## src/rtl/bin2bcd_pkg.sv

```systemverilog
// -----------------------------------------------------------------------------
// bin2bcd_pkg
// Shared definitions for the sequential binary-to-BCD converter:
//   - state_t           : converter FSM states (IDLE / SHIFT / DONE)
//   - digits_for_width  : number of decimal digits needed for a w-bit unsigned
//                         value, i.e. ceil(w*log10(2)), computed exactly with
//                         integer powers of 10 (no floating point).
// -----------------------------------------------------------------------------
package bin2bcd_pkg;

    typedef enum logic [1:0] {
        IDLE  = 2'b00,
        SHIFT = 2'b01,
        DONE  = 2'b10
    } state_t;

    // Smallest d with 10^d >= 2^w. 2^w is never a power of ten for w > 0, so
    // this is exactly ceil(w*log10(2)). 80 bits covers 2^64 and 10^20.
    function automatic int digits_for_width(input int w);
        logic [79:0] pow2;
        logic [79:0] pow10;
        int          d;
        pow2  = 80'd1 << w;
        pow10 = 80'd1;
        d     = 0;
        for (int i = 0; i < 24; i++) begin
            if (pow10 < pow2) begin
                pow10 = pow10 * 80'd10;
                d     = d + 1;
            end else begin
                pow10 = pow10;
            end
        end
        return d;
    endfunction

endpackage

```

## src/rtl/bcd_digit_adj.sv

```systemverilog
// -----------------------------------------------------------------------------
// bcd_digit_adj
// Combinational double-dabble digit correction: a BCD digit of 5 or more gets
// 3 added so that the following left shift carries correctly into the next
// decimal digit.
// Ports:
//   i_digit [3:0] : BCD digit before correction
//   o_digit [3:0] : corrected digit
// -----------------------------------------------------------------------------
module bcd_digit_adj (
    input  logic [3:0] i_digit,
    output logic [3:0] o_digit
);

    // Add-3 correction for digits >= 5
    always_comb begin
        o_digit = i_digit;
        if (i_digit >= 4'd5) begin
            o_digit = i_digit + 4'd3;
        end else begin
            o_digit = i_digit;
        end
    end

endmodule

```

## src/rtl/bin2bcd_seq.sv

```systemverilog
// -----------------------------------------------------------------------------
// bin2bcd_seq
// Sequential binary-to-BCD converter (shift-and-add-3 / double dabble), one bit
// per clock. A word is accepted in IDLE, converted over WIDTH SHIFT cycles plus
// one terminal cycle, then held in DONE until the consumer takes it.
//
// Parameters:
//   WIDTH  : binary input width (4..64)
//   DIGITS : number of BCD digits on bcd (>= digits_for_width(WIDTH))
// Ports:
//   clk       : clock, rising edge
//   rst       : synchronous active-high reset
//   in_valid  : input word offered
//   in_ready  : converter idle, can accept a word
//   in        : binary input (sampled only at acceptance)
//   out_valid : result held on bcd/neg
//   out_ready : consumer accepts the result
//   bcd       : result, digit 0 at bits [3:0]
//   neg       : sign of the accepted word (signed build only, else 0)
//   busy      : conversion in progress (SHIFT state)
// Configuration:
//   BIN2BCD_SIGNED_EN : when defined, in is two's complement; the magnitude is
//                       converted and the sign is reported on neg.
// -----------------------------------------------------------------------------
module bin2bcd_seq
    import bin2bcd_pkg::*;
#(
    parameter int WIDTH  = 32,
    parameter int DIGITS = 10
) (
    input  logic                  clk,
    input  logic                  rst,
    input  logic                  in_valid,
    output logic                  in_ready,
    input  logic [WIDTH-1:0]      in,
    output logic                  out_valid,
    input  logic                  out_ready,
    output logic [4*DIGITS-1:0]   bcd,
    output logic                  neg,
    output logic                  busy
);

    // The counter has to hold WIDTH itself: it counts completed shift steps
    // and the terminal SHIFT cycle is recognised by r_cnt == WIDTH.
    localparam int             CW       = $clog2(WIDTH + 1);
    localparam logic [CW-1:0]  CNT_LAST = CW'(WIDTH);
    localparam logic [CW-1:0]  CNT_ONE  = CW'(1);

    if ((WIDTH < 4) || (WIDTH > 64)) begin : g_width_check
        $fatal(1, "bin2bcd_seq: WIDTH must be in 4..64");
    end
    if (DIGITS < digits_for_width(WIDTH)) begin : g_digits_check
        $fatal(1, "bin2bcd_seq: DIGITS too small for WIDTH");
    end

    state_t                r_state;
    state_t                w_state_nxt;
    logic [WIDTH-1:0]      r_bin;
    logic [WIDTH-1:0]      w_load;
    logic [4*DIGITS-1:0]   r_bcd;
    logic [4*DIGITS-1:0]   w_adj;
    logic [CW-1:0]         r_cnt;
    logic                  w_accept;
    logic                  w_last;
    logic                  r_in_ready;
    logic                  r_out_valid;
    logic                  r_busy;
    logic                  w_unused_msb;

    assign w_accept = (r_state == IDLE) && in_valid;
    assign w_last   = (r_cnt == CNT_LAST);

    // The top bit of the corrected accumulator always shifts out; it is zero
    // whenever DIGITS is large enough, so it is intentionally dropped.
    assign w_unused_msb = w_adj[4*DIGITS-1];

`ifdef BIN2BCD_SIGNED_EN
    logic r_neg;

    // Magnitude of a two's complement word; the most negative value maps onto
    // its own bit pattern, which read unsigned is exactly 2^(WIDTH-1).
    assign w_load = in[WIDTH-1] ? (~in + WIDTH'(1)) : in;

    // Sign capture at acceptance, held for the whole conversion and result
    always_ff @(posedge clk) begin
        if (rst) begin
            r_neg <= 1'b0;
        end else if (w_accept) begin
            r_neg <= in[WIDTH-1];
        end else begin
            r_neg <= r_neg;
        end
    end

    assign neg = r_neg;
`else
    assign w_load = in;
    assign neg    = 1'b0;
`endif

    // One add-3 corrector per BCD digit
    for (genvar g = 0; g < DIGITS; g++) begin : g_adj
        bcd_digit_adj u_adj (
            .i_digit (r_bcd[4*g +: 4]),
            .o_digit (w_adj[4*g +: 4])
        );
    end

    // Next-state decode
    always_comb begin
        w_state_nxt = r_state;
        case (r_state)
            IDLE: begin
                if (in_valid) begin
                    w_state_nxt = SHIFT;
                end else begin
                    w_state_nxt = IDLE;
                end
            end
            SHIFT: begin
                if (w_last) begin
                    w_state_nxt = DONE;
                end else begin
                    w_state_nxt = SHIFT;
                end
            end
            DONE: begin
                if (out_ready) begin
                    w_state_nxt = IDLE;
                end else begin
                    w_state_nxt = DONE;
                end
            end
            default: begin
                w_state_nxt = IDLE;
            end
        endcase
    end

    // State register and registered status flags derived from the next state
    always_ff @(posedge clk) begin
        if (rst) begin
            r_state     <= IDLE;
            r_in_ready  <= 1'b1;
            r_out_valid <= 1'b0;
            r_busy      <= 1'b0;
        end else begin
            r_state     <= w_state_nxt;
            r_in_ready  <= (w_state_nxt == IDLE);
            r_out_valid <= (w_state_nxt == DONE);
            r_busy      <= (w_state_nxt == SHIFT);
        end
    end

    // Shift register, BCD accumulator and step counter
    always_ff @(posedge clk) begin
        if (rst) begin
            r_bin <= {WIDTH{1'b0}};
            r_bcd <= {(4*DIGITS){1'b0}};
            r_cnt <= {CW{1'b0}};
        end else begin
            case (r_state)
                IDLE: begin
                    if (w_accept) begin
                        r_bin <= w_load;
                        r_bcd <= {(4*DIGITS){1'b0}};
                        r_cnt <= {CW{1'b0}};
                    end else begin
                        r_bin <= r_bin;
                        r_bcd <= r_bcd;
                        r_cnt <= r_cnt;
                    end
                end
                SHIFT: begin
                    // {bcd, bin} <<= 1 after digit correction; the terminal
                    // cycle (r_cnt == WIDTH) leaves the result untouched.
                    if (!w_last) begin
                        r_bcd <= {w_adj[4*DIGITS-2:0], r_bin[WIDTH-1]};
                        r_bin <= {r_bin[WIDTH-2:0], 1'b0};
                        r_cnt <= r_cnt + CNT_ONE;
                    end else begin
                        r_bin <= r_bin;
                        r_bcd <= r_bcd;
                        r_cnt <= r_cnt;
                    end
                end
                default: begin
                    r_bin <= r_bin;
                    r_bcd <= r_bcd;
                    r_cnt <= r_cnt;
                end
            endcase
        end
    end

    assign in_ready  = r_in_ready;
    assign out_valid = r_out_valid;
    assign busy      = r_busy;
    assign bcd       = r_bcd;

endmodule
```

## config.mk

```make
export PLATFORM = sky130hd
export DESIGN_NAME = bin2bcd_seq
export DESIGN_NICKNAME = d
export VERILOG_FILES = /design/src/rtl/bin2bcd_pkg.sv /design/src/rtl/bcd_digit_adj.sv /design/src/rtl/bin2bcd_seq.sv
export SDC_FILE = /design/constraint.sdc
export NUM_CORES = 1
export LEC_CHECK = 0
export ABC_AREA = 1
export BUFFER_PORTS_ARGS = -buffer_cell sky130_fd_sc_hd__buf_4
export CAP_MARGIN = 20
export CORE_ASPECT_RATIO = 0.5
export CORE_MARGIN = 2
export CORE_UTILIZATION = 45
export CTS_BUF_LIST = sky130_fd_sc_hd__clkbuf_2
export CTS_CLUSTER_DIAMETER = 100
export DETAILED_ROUTE_END_ITERATION = 16
export PLACE_DENSITY = 0.64
export SYNTH_ARGS = -nofsm -noshare
export SYNTH_HDL_FRONTEND = slang
export SYNTH_HIERARCHICAL = 1
export SYNTH_SLANG_ARGS = --single-unit
```

## constraint.sdc

```tcl
create_clock -name clk -period 1.9 [get_ports clk]
set_clock_uncertainty 0.05 [all_clocks]
set_input_delay 0.19 -clock clk [delete_from_list [all_inputs] [get_ports clk]]
set_output_delay 0.19 -clock clk [all_outputs]
set_load 0.05 [all_outputs]
```

# [Yosys cells after proc, flatten, opt, wreduce, memory -nomap -nowiden]
# Index checks and enable logic that the tools add are counted.
[word_totals] ff_bits=83 latchBits=0 memories=0 output_inout_bits=44 elab_cells=63 input_bits=36 ram_bits=0 rom_bits=0
[op_classes] n_addsub=11 shift=0 reduce_logical=5 bitwise_logic=0 div_mod_pow=0 magnitude_cmp=10 mux=23 eq_ne=7 mul=0
[op_table] operator="40-bit 2-to-1 mux" count=2
[op_table] operator="40-bit case mux with 2 select lines" count=1
[op_table] operator="32-bit 2-to-1 mux" count=2
[op_table] operator="32-bit case mux with 2 select lines" count=1
[op_table] operator="4-bit by 3-bit greater-or-equal comparator with 1-bit output, second input constant" count=10
[op_table] operator="4-bit by 2-bit adder with 4-bit output, second input constant" count=9
[op_table] operator="4-bit 2-to-1 mux" count=9
[op_table] operator="6-bit 2-to-1 mux" count=2
[op_table] operator="6-bit case mux with 2 select lines" count=1
[op_table] operator="6-bit by 1-bit adder with 6-bit output, second input constant" count=1
[op_table] operator="6-bit equality test, second input constant" count=1
[op_table] operator="2-bit case mux with 3 select lines" count=1
[op_table] operator="2-bit by 1-bit equality test with 1-bit output, second input constant" count=2
[op_table] operator="2-bit equality test, second input constant" count=2
[op_table] operator="2-bit zero test" count=2
[op_table] operator="2-bit 2-to-1 mux" count=2
[op_table] operator="2-bit inequality test, second input constant" count=2
[op_table] operator="3-bit by 2-bit adder with 3-bit output, second input constant" count=1
[op_table] operator="3-bit 2-to-1 mux" count=1
[op_table] operator="3-bit AND reduction" count=1
[op_table] operator="2-bit nonzero test" count=1
[op_table] operator="1-bit logical AND" count=1
[op_table] operator="1-bit 2-to-1 mux" count=1

# [Logic depth before layout (Yosys ltp)]
# Gate-level depths: netlist of run 1.
[depth] ltp_word=4 depth_mapped=9 ltp_nobuf=9

# [By module]
# Netlist of run 1, hierarchy kept.
[by_module_without_submodules] module="bin2bcd_seq" cells_per_inst=492 area_each_um2=3550.9 n_inst=1 seq_area_each_um2=1661.6
[by_module_without_submodules] module="bcd_digit_adj" cells_per_inst=23 area_each_um2=135.1 n_inst=10 seq_area_each_um2=0.0

# [Worst setup path before layout of run 1]
# Ideal clock, no wire load.
[synth_timing] path_kind="reg2reg" startpoint="reg r_bcd[33] (netlist: bcd[33])" endpoint="reg r_bcd[34] (netlist: bcd[34])" period_less_slack_ps=1694 stages_incl_launch_ff=10 setup_slack_ps=206 t_arrival_ps=1570 path_buffers=0 setup_time_ps=74 path_cell_list="dfxtp_1 -> inv_1 -> ha_1 -> nand2_1 -> nand2_2 -> nor2_4 -> nand2_1 -> o21ai_2 -> nand2_1 -> o21ai_0"
[synth_between] elab_chain_cells=4 elab_cells_between_ends=5
[synth_rtl] element="from (decl)" line="bin2bcd_seq.sv:60" text="logic [4*DIGITS-1:0] r_bcd;"
[synth_rtl] element="from (signal assigned)" line="bin2bcd_seq.sv:159" text="r_bcd <= {(4*DIGITS){1'b0}};"
[synth_rtl] element="from (signal assigned)" line="bin2bcd_seq.sv:166" text="r_bcd <= {(4*DIGITS){1'b0}};"
[synth_rtl] element="from (signal assigned)" line="bin2bcd_seq.sv:170" text="r_bcd <= r_bcd;"
[synth_rtl] element="4-bit by 2-bit adder with 4-bit output / 4-bit by 3-bit greater-or-equal comparator with 1-bit output (equally long branches)" line="bcd_digit_adj.sv:19, bcd_digit_adj.sv:18"
[synth_rtl] element="4-bit 2-to-1 mux *" line="bcd_digit_adj.sv:18" text="if (i_digit >= 4'd5) begin"
[synth_rtl] element="net w_adj[33]" line="bin2bcd_seq.sv:61" text="logic [4*DIGITS-1:0] w_adj;"
[synth_rtl] element="40-bit 2-to-1 mux *" line="bin2bcd_seq.sv:177" text="if (!w_last) begin"
[synth_rtl] element="40-bit case mux with 2 select lines *" line="bin2bcd_seq.sv:162" text="case (r_state)"
# Mark *: on every way through the listed nets, which the timed path passes. The rest lies on a longest branch. The select of a mux whose other input is x is not followed.
# A chain may end at the register's enable or synchronous reset.

# [Worst setup path in the final report of run 1]
[layout_timing] startpoint="reg r_state[0]" endpoint="reg r_state[1]"
[layout_between] elab_chain_cells=2 elab_cells_between_ends=4
[layout_rtl] element="from (decl)" line="bin2bcd_seq.sv:56" text="state_t r_state;"
[layout_rtl] element="from (signal assigned)" line="bin2bcd_seq.sv:148" text="r_state <= w_state_nxt;"
[layout_rtl] element="2-bit equality test (tied with other cells)" line="bin2bcd_seq.sv:112" text="case (r_state)"
[layout_rtl] element="2-bit case mux with 3 select lines *" line="bin2bcd_seq.sv:112"
# Every way passes the cells marked *; elsewhere a longest branch is shown, timed or not.

==> results of run 1 <==
path summary, 6_finish.rpt:
kind / endpoint / slack, ns / startpoint / cells past startpoint
min: r_bin[0]$_SDFFE_PP0P_ / 0.39 / in[0] / 4
max: r_state[1]$_SDFF_PP0_ / 0.11 / r_state[0]$_SDFF_PP0_ / 6
min reg2reg: r_bin[31]$_SDFFE_PP0P_ / 0.43 / r_bin[31]$_SDFFE_PP0P_ / 2
max reg2reg: r_state[1]$_SDFF_PP0_ / 0.11 / r_state[0]$_SDFF_PP0_ / 6
timing repair:
item | in CTS | in global routing
endpoints found under the hold margin | 38 | 0
gates resized for setup | 0 | 0
hold buffers | 36 | 0
setup endpoints to repair | 0 | 0
per-layer routing:
| layer | vias up | routed length [um] | global-route usage | part of all wire |
|---|---|---|---|---|
| li1 | 2473 | - | - | - |
| met1 | 2132 | 5320 | 0.239 | 0.49 |
| met2 | 72 | 4970 | 0.320 | 0.46 |
| met3 | 9 | 395 | 0.0494 | 0.037 |
| met4 | 0 | 92 | 0.0477 | 0.0085 |
| met5 | - | 0 | 0 | 0 |
layout by cell type (no fill, tap or decap), drive strengths merged:
master         n
nand2        223
o211ai         1
buf           87
dlygate4sd3   36
bufinv         1
o21ai         71
clkinvlp       2
clkbuf         9
ha            22
a21oi         16
inv           54
nand3         56
conb           1
dfxtp         83
nand4          3
nand3b         1
nor2         121
clkinv         2
o21bai        31
sequential cells by signal, indices dropped and copies added (netlist names):
| register | cells |
|---|---|
| r_cnt | 6 |
| r_bin | 32 |
| out_valid | 1 |
| busy | 1 |
| r_state | 2 |
| bcd | 40 |
| in_ready | 1 |
metrics by stage:
step / hold slack [ns] / total power, W / utilization / worst slack (ns) / instance area, sq um
4_1_cts: 0.316 / 0.00345 / 0.581 / 0.140 / 6030
2_1_floorplan: 0.291 / 0.00227 / - / 0.206 / 4880
3_5_place_dp: 0.413 / 0.00241 / 0.534 / 0.248 / 5550
5_1_grt: 0.336 / 0.00361 / 0.581 / 0.0465 / 6030
3_3_place_gp: 0.412 / 0.00241 / 0.534 / 0.309 / 5550
6_report: 0.387 / 0.00340 / 0.581 / 0.109 / 6030
report_power, final:
part / switching [W] / internal [W] / total [W]
sequential: 0.0000431 / 0.00183 / 0.00187
combinational: 0.000323 / 0.000241 / 0.000564
clock: 0.000655 / 0.000310 / 0.000965
cell type report:
class / count / area share
Multi-Input combinational cell: 546 / 0.466
Tap cell: 140 / 0.0291
Clock buffer: 9 / 0.00747
Timing Repair Buffer: 123 / 0.176
Inverter: 52 / 0.0324
Clock inverter: 7 / 0.0125
Sequential cell: 83 / 0.276
worst max-delay path: stages, from the launching register on:
cell and delay [ns]:
dfxtp_1 0.44, inv_1 0.08, nor2_2 0.10, buf_4 0.21
nand4_1 0.16, a21oi_1 0.15, dlygate4sd3_1 0.56
==> metrics.cfg, run 1 <==
[run_status]
outcome = finished clean

[detailed_routing]
post_drt_wl_per_cell_um = 11.2
detail_route.vias_per_cell = 4.88
wl_um = 10800
drc = 0
firstDrtPassIters = 4
vias = 4686
drt_iter0_markers = 208
antenna_left = 0

[timing]
post-route-min-period_ns = 1.79
period_share = 0.943
setup_violations = 0
grt_setup_unrepaired = no
fmax_mhz = 558
worstMarginPinSlew_ns = 0.558
finalHoldViolCount = 0
slew_viol_final = 0
fin_tns_setup_ns = 0
slew_headroom = 0.627

[flow_run]
maxCapViolations = 0

[final_layout]
final_net_count = 873
multi_input_area_sq_um = 2810
syn_to_final_growth_pct = 23.6
fillerInstances = 1004
diodes = 0
drive_above_1_share = 0.205
regArea_sq_um = 1660
fin_cells = 960

[worst_hold_path]
hold_path.class = input port to register

[place]
port_buffers = 78
place_congestion = 0.843
dp.cells = 908
dp_hpwl_um = 7020

[floorplan]
rows = 26
start_util = 0.470
core_area_sq_um = 10400
dieWidth_um = 151
io_pins = 80
fp.dieH_um = 77.6
fp.dieArea_sq_um = 11700

[pwr]
power_density_nw_per_um2 = 564
p_leak_nw = 2.61
peakVddDrop_mv = 0.344

[global_routing]
grt_overflow = 0
grt_pass1_wl_um = 18300
grt_pass1_vias = 4166
antenna_found_initial = 0
track_usage = 0.189
grt_max_degree = 45

[setup_path]
end_kind = register
worstSetupPathType = register to register
cp.arrival_ns = 2.27
path_max_fanout = 14
required_ns = 2.38
startpoint_type = register

[cts]
post_cts_buffers = 0
cts_tree = done
clockBufferDepth = 2
cts_buffers = 9
root_buffer = clkbuf_2
cts_sinks = 83
clkSlewWorstSetupHoldPaths_ns = 0.24
ctsHtreeMaxLevel = 3
clk_latency_ns = 0.56

[logic_synthesis]
netlist_instances = 717
syn_area_sq_um = 4880
syn_area_per_cell_sq_um = 6.80
yosysWarnings = 6
synth_nets = 775

(Power assumes the default switching activity.)
==> inputs of run 2 (changes only) <==
--- a/config.mk
+++ b/config.mk
@@ -5,7 +5,6 @@
 export SDC_FILE = /design/constraint.sdc
 export NUM_CORES = 1
 export LEC_CHECK = 0
-export ABC_AREA = 1
 export BUFFER_PORTS_ARGS = -buffer_cell sky130_fd_sc_hd__buf_4
 export CAP_MARGIN = 20
 export CORE_ASPECT_RATIO = 0.5
@@ -14,7 +13,8 @@
 export CTS_BUF_LIST = sky130_fd_sc_hd__clkbuf_2
 export CTS_CLUSTER_DIAMETER = 100
 export DETAILED_ROUTE_END_ITERATION = 16
-export PLACE_DENSITY = 0.64
+export PLACE_DENSITY = 0.65
+export RECOVER_POWER = 25
 export SYNTH_ARGS = -nofsm -noshare
 export SYNTH_HDL_FRONTEND = slang
 export SYNTH_HIERARCHICAL = 1
==> run 2 against run 1 <==
  * The flow now finishes with violations (negative setup slack)
  * Wire length is 15% lower
  * Die area is 16% lower
  * Combinational power is 17% lower
  * Power is 2.2% higher
  * Synthesized cell count is 33% lower
  * Sequential share of layout area is 3.1 points higher
  * Global-route usage is 0.71 points higher
  * Synthesized area is 17% lower
  * Hold slack worse by 0.28 ns
  * Largest cell class unchanged
  * Largest power group unchanged
  * Register-to-register slack worse by 0.16 ns
  * First-iteration DRC count is 16% lower
  * Via count is 21% lower
==> metrics.cfg, run 2 <==
[final_layout]
final_cell_mix = nand2_1, dfxtp_1, buf_4, nor2_1, a22o_1
layout_commonest_cell = nand2_1
largest_register_ffs = 40  ; unchanged
final_net_count = 651  ; -25%
postLayoutCoreUtil = 0.622  ; +0.0414
drive_above_1_share = 0.219  ; +0.0146
syn_to_final_growth_pct = 34.2
diodes = 0  ; unchanged
fillerInstances = 782  ; -22%

[floorplan]
dieWidth_um = 138  ; -8.6%
core_area_sq_um = 8740  ; -16%
rows = 24  ; -7.7%
fp.dieArea_sq_um = 9820  ; -16%
fp.dieH_um = 71.1  ; -8.4%
io_pins = 80  ; unchanged
start_util = 0.463  ; -0.00637

[setup_path]
startpoint_type = register
required_ns = 2.34  ; -0.04 ns
max_stage_delay_ns = 0.38  ; -0.18 ns
cp.arrival_ns = 2.39  ; +0.12 ns
slowest_stage = dfxtp_2
worstSetupPathType = register to register
end_kind = register
path_max_fanout = 6  ; -8
worstPathCellList = inv_2, ha_4, nor2b_4, a311oi_4, buf_4, buf_12, buf_16, nor2_1, a311oi_2

[pwr]
power_density_nw_per_um2 = 639  ; +13%
p_seq_frac = 0.533  ; -0.017
p_leak_nw = 2.39  ; -8.7%
peakVddDrop_mv = 0.362  ; +5.3%
swShare = 0.249  ; -0.0514
power_w = 0.00347  ; +2.2%
combPwrFrac = 0.135  ; -0.031
power_switching_w = 0.000865  ; -15%
p_clk_frac = 0.333  ; +0.049
intPower_w = 0.00261  ; +9.7%

[timing]
slew_headroom = 0.367  ; -0.261
setup_violations = 9  ; +9
period_share = 1.03  ; +0.0859
setup_ws_ns = -0.0547  ; -0.163 ns
finalHoldViolCount = 0  ; unchanged
fmax_mhz = 512  ; -8.4%
slew_viol_final = 0  ; unchanged
post-route-min-period_ns = 1.95  ; +0.163 ns
worstMarginPinSlew_ns = 0.947  ; +0.389 ns
grt_setup_unrepaired = yes
fin_tns_setup_ns = -0.339  ; -0.339 ns

[logic_synthesis]
syn_area_per_cell_sq_um = 8.42  ; +24%
netlist_instances = 481  ; -33%
synth_nets = 539  ; -30%
syn_area_sq_um = 4050  ; -17%
yosysWarnings = 6  ; unchanged

[detailed_routing]
post_drt_wl_per_cell_um = 12.8  ; +14%
vias = 3681  ; -21%
detail_route.vias_per_cell = 5.16  ; +5.6%
drt_iter0_markers = 175  ; -16%
antenna_left = 0  ; unchanged
drc = 0  ; unchanged
firstDrtPassIters = 4  ; unchanged
wl_um = 9160  ; -15%

[flow_run]
maxCapViolations = 0  ; unchanged

[cts]
clk_latency_ns = 0.55  ; about the same
cts_sinks = 83  ; unchanged
ctsHtreeMaxLevel = 3  ; unchanged
root_buffer = clkbuf_2
cts_buffers = 9  ; unchanged
cts_tree = done
clkSlewWorstSetupHoldPaths_ns = 0.22  ; -0.02 ns
clockBufferDepth = 2  ; unchanged

[global_routing]
grt_pass1_wl_um = 15900  ; -13%
grt_max_degree = 44  ; -2.2%
grt_pass1_vias = 3534  ; -15%
antenna_found_initial = 0  ; unchanged
grt_overflow = 0  ; unchanged
track_usage = 0.196  ; +0.00705

[worst_hold_path]
hold_path.class = input port to register

[place]
dp_hpwl_um = 5530  ; -21%
port_buffers = 78  ; unchanged
place_congestion = 0.742  ; -12%

[run_status]
violations = negative setup slack
outcome = complete, but fails checks

-- run 2: timing repair --
item                                   4_1_cts  5_1_grt
cloned                                       3        0
gates resized for setup                     19        1
hold buffers                                33        0
setup endpoints to repair                   77       76
endpoints found under the hold margin       34        0
pin swaps                                    7       20
setup buffers                                2        0
-- run 2: worst paths after layout --
check,from,to,slack [ns],cells after the start
max,r_cnt[1]$_SDFFE_PP0P_,r_bin[20]$_SDFFE_PP0P_,-0.05,9
min,rst,r_cnt[2]$_SDFFE_PP0P_,0.11,5
max reg2reg,r_cnt[1]$_SDFFE_PP0P_,r_bin[20]$_SDFFE_PP0P_,-0.05,9
min reg2reg,r_bin[28]$_SDFFE_PP0P_,r_bin[29]$_SDFFE_PP0P_,0.43,2
-- run 2: worst max-delay path: cells and delay by family (launching register included) --
| family | cells | cell delay, ns |
|---|---|---|
| AO/OA/AOI/OAI | 2 | 0.61 |
| adder cells (fa/ha/maj) | 1 | 0.14 |
| buffers and inverters | 4 | 0.55 |
| flip-flops | 1 | 0.38 |
| AND/OR/NAND/NOR | 2 | 0.17 |
-- run 2: stage by stage --
step | setup slack, ns | cell area (sq um) | instances | hold WS (ns)
detailed placement | -0.149 | 4830 | 662 | 0.418
global route | -0.173 | 5440 | 714 | 0.100
global placement | -0.0999 | 4830 | 662 | 0.410
finish | -0.0547 | 5440 | 714 | 0.105
floorplan | 0.00698 | 4050 | 481 | 0.302
CTS | -0.0703 | 5480 | 715 | 0.0776
-- run 2: cell type report --
cell class	instances	area, sq um	area share
repair buffers	130	1130	0.209
flip-flops and latches	83	1670	0.306
well taps	117	146	0.0269
clock buffers	10	50.0	0.00921
clock inverters	5	103	0.0189
multi-input cells	347	2260	0.415
inverters	22	82.6	0.0152
-- run 2: layer usage --
metal	wire length, um	vias up	global-route usage
li1	-	1889	-
met1	4380	1723	0.242
met2	4270	57	0.337
met3	360	12	0.0467
met4	148	0	0.0771
met5	0	-	0
-- run 2: power groups by stage --
stage                     Clock (W)  Combinational (W)  Sequential (W)
after floorplan                   0           0.000210         0.00189
after global placement            0           0.000359         0.00188
after detailed placement          0           0.000361         0.00188
after CTS                   0.00119           0.000473         0.00185
after global routing        0.00126           0.000517         0.00186
final                       0.00116           0.000468         0.00185
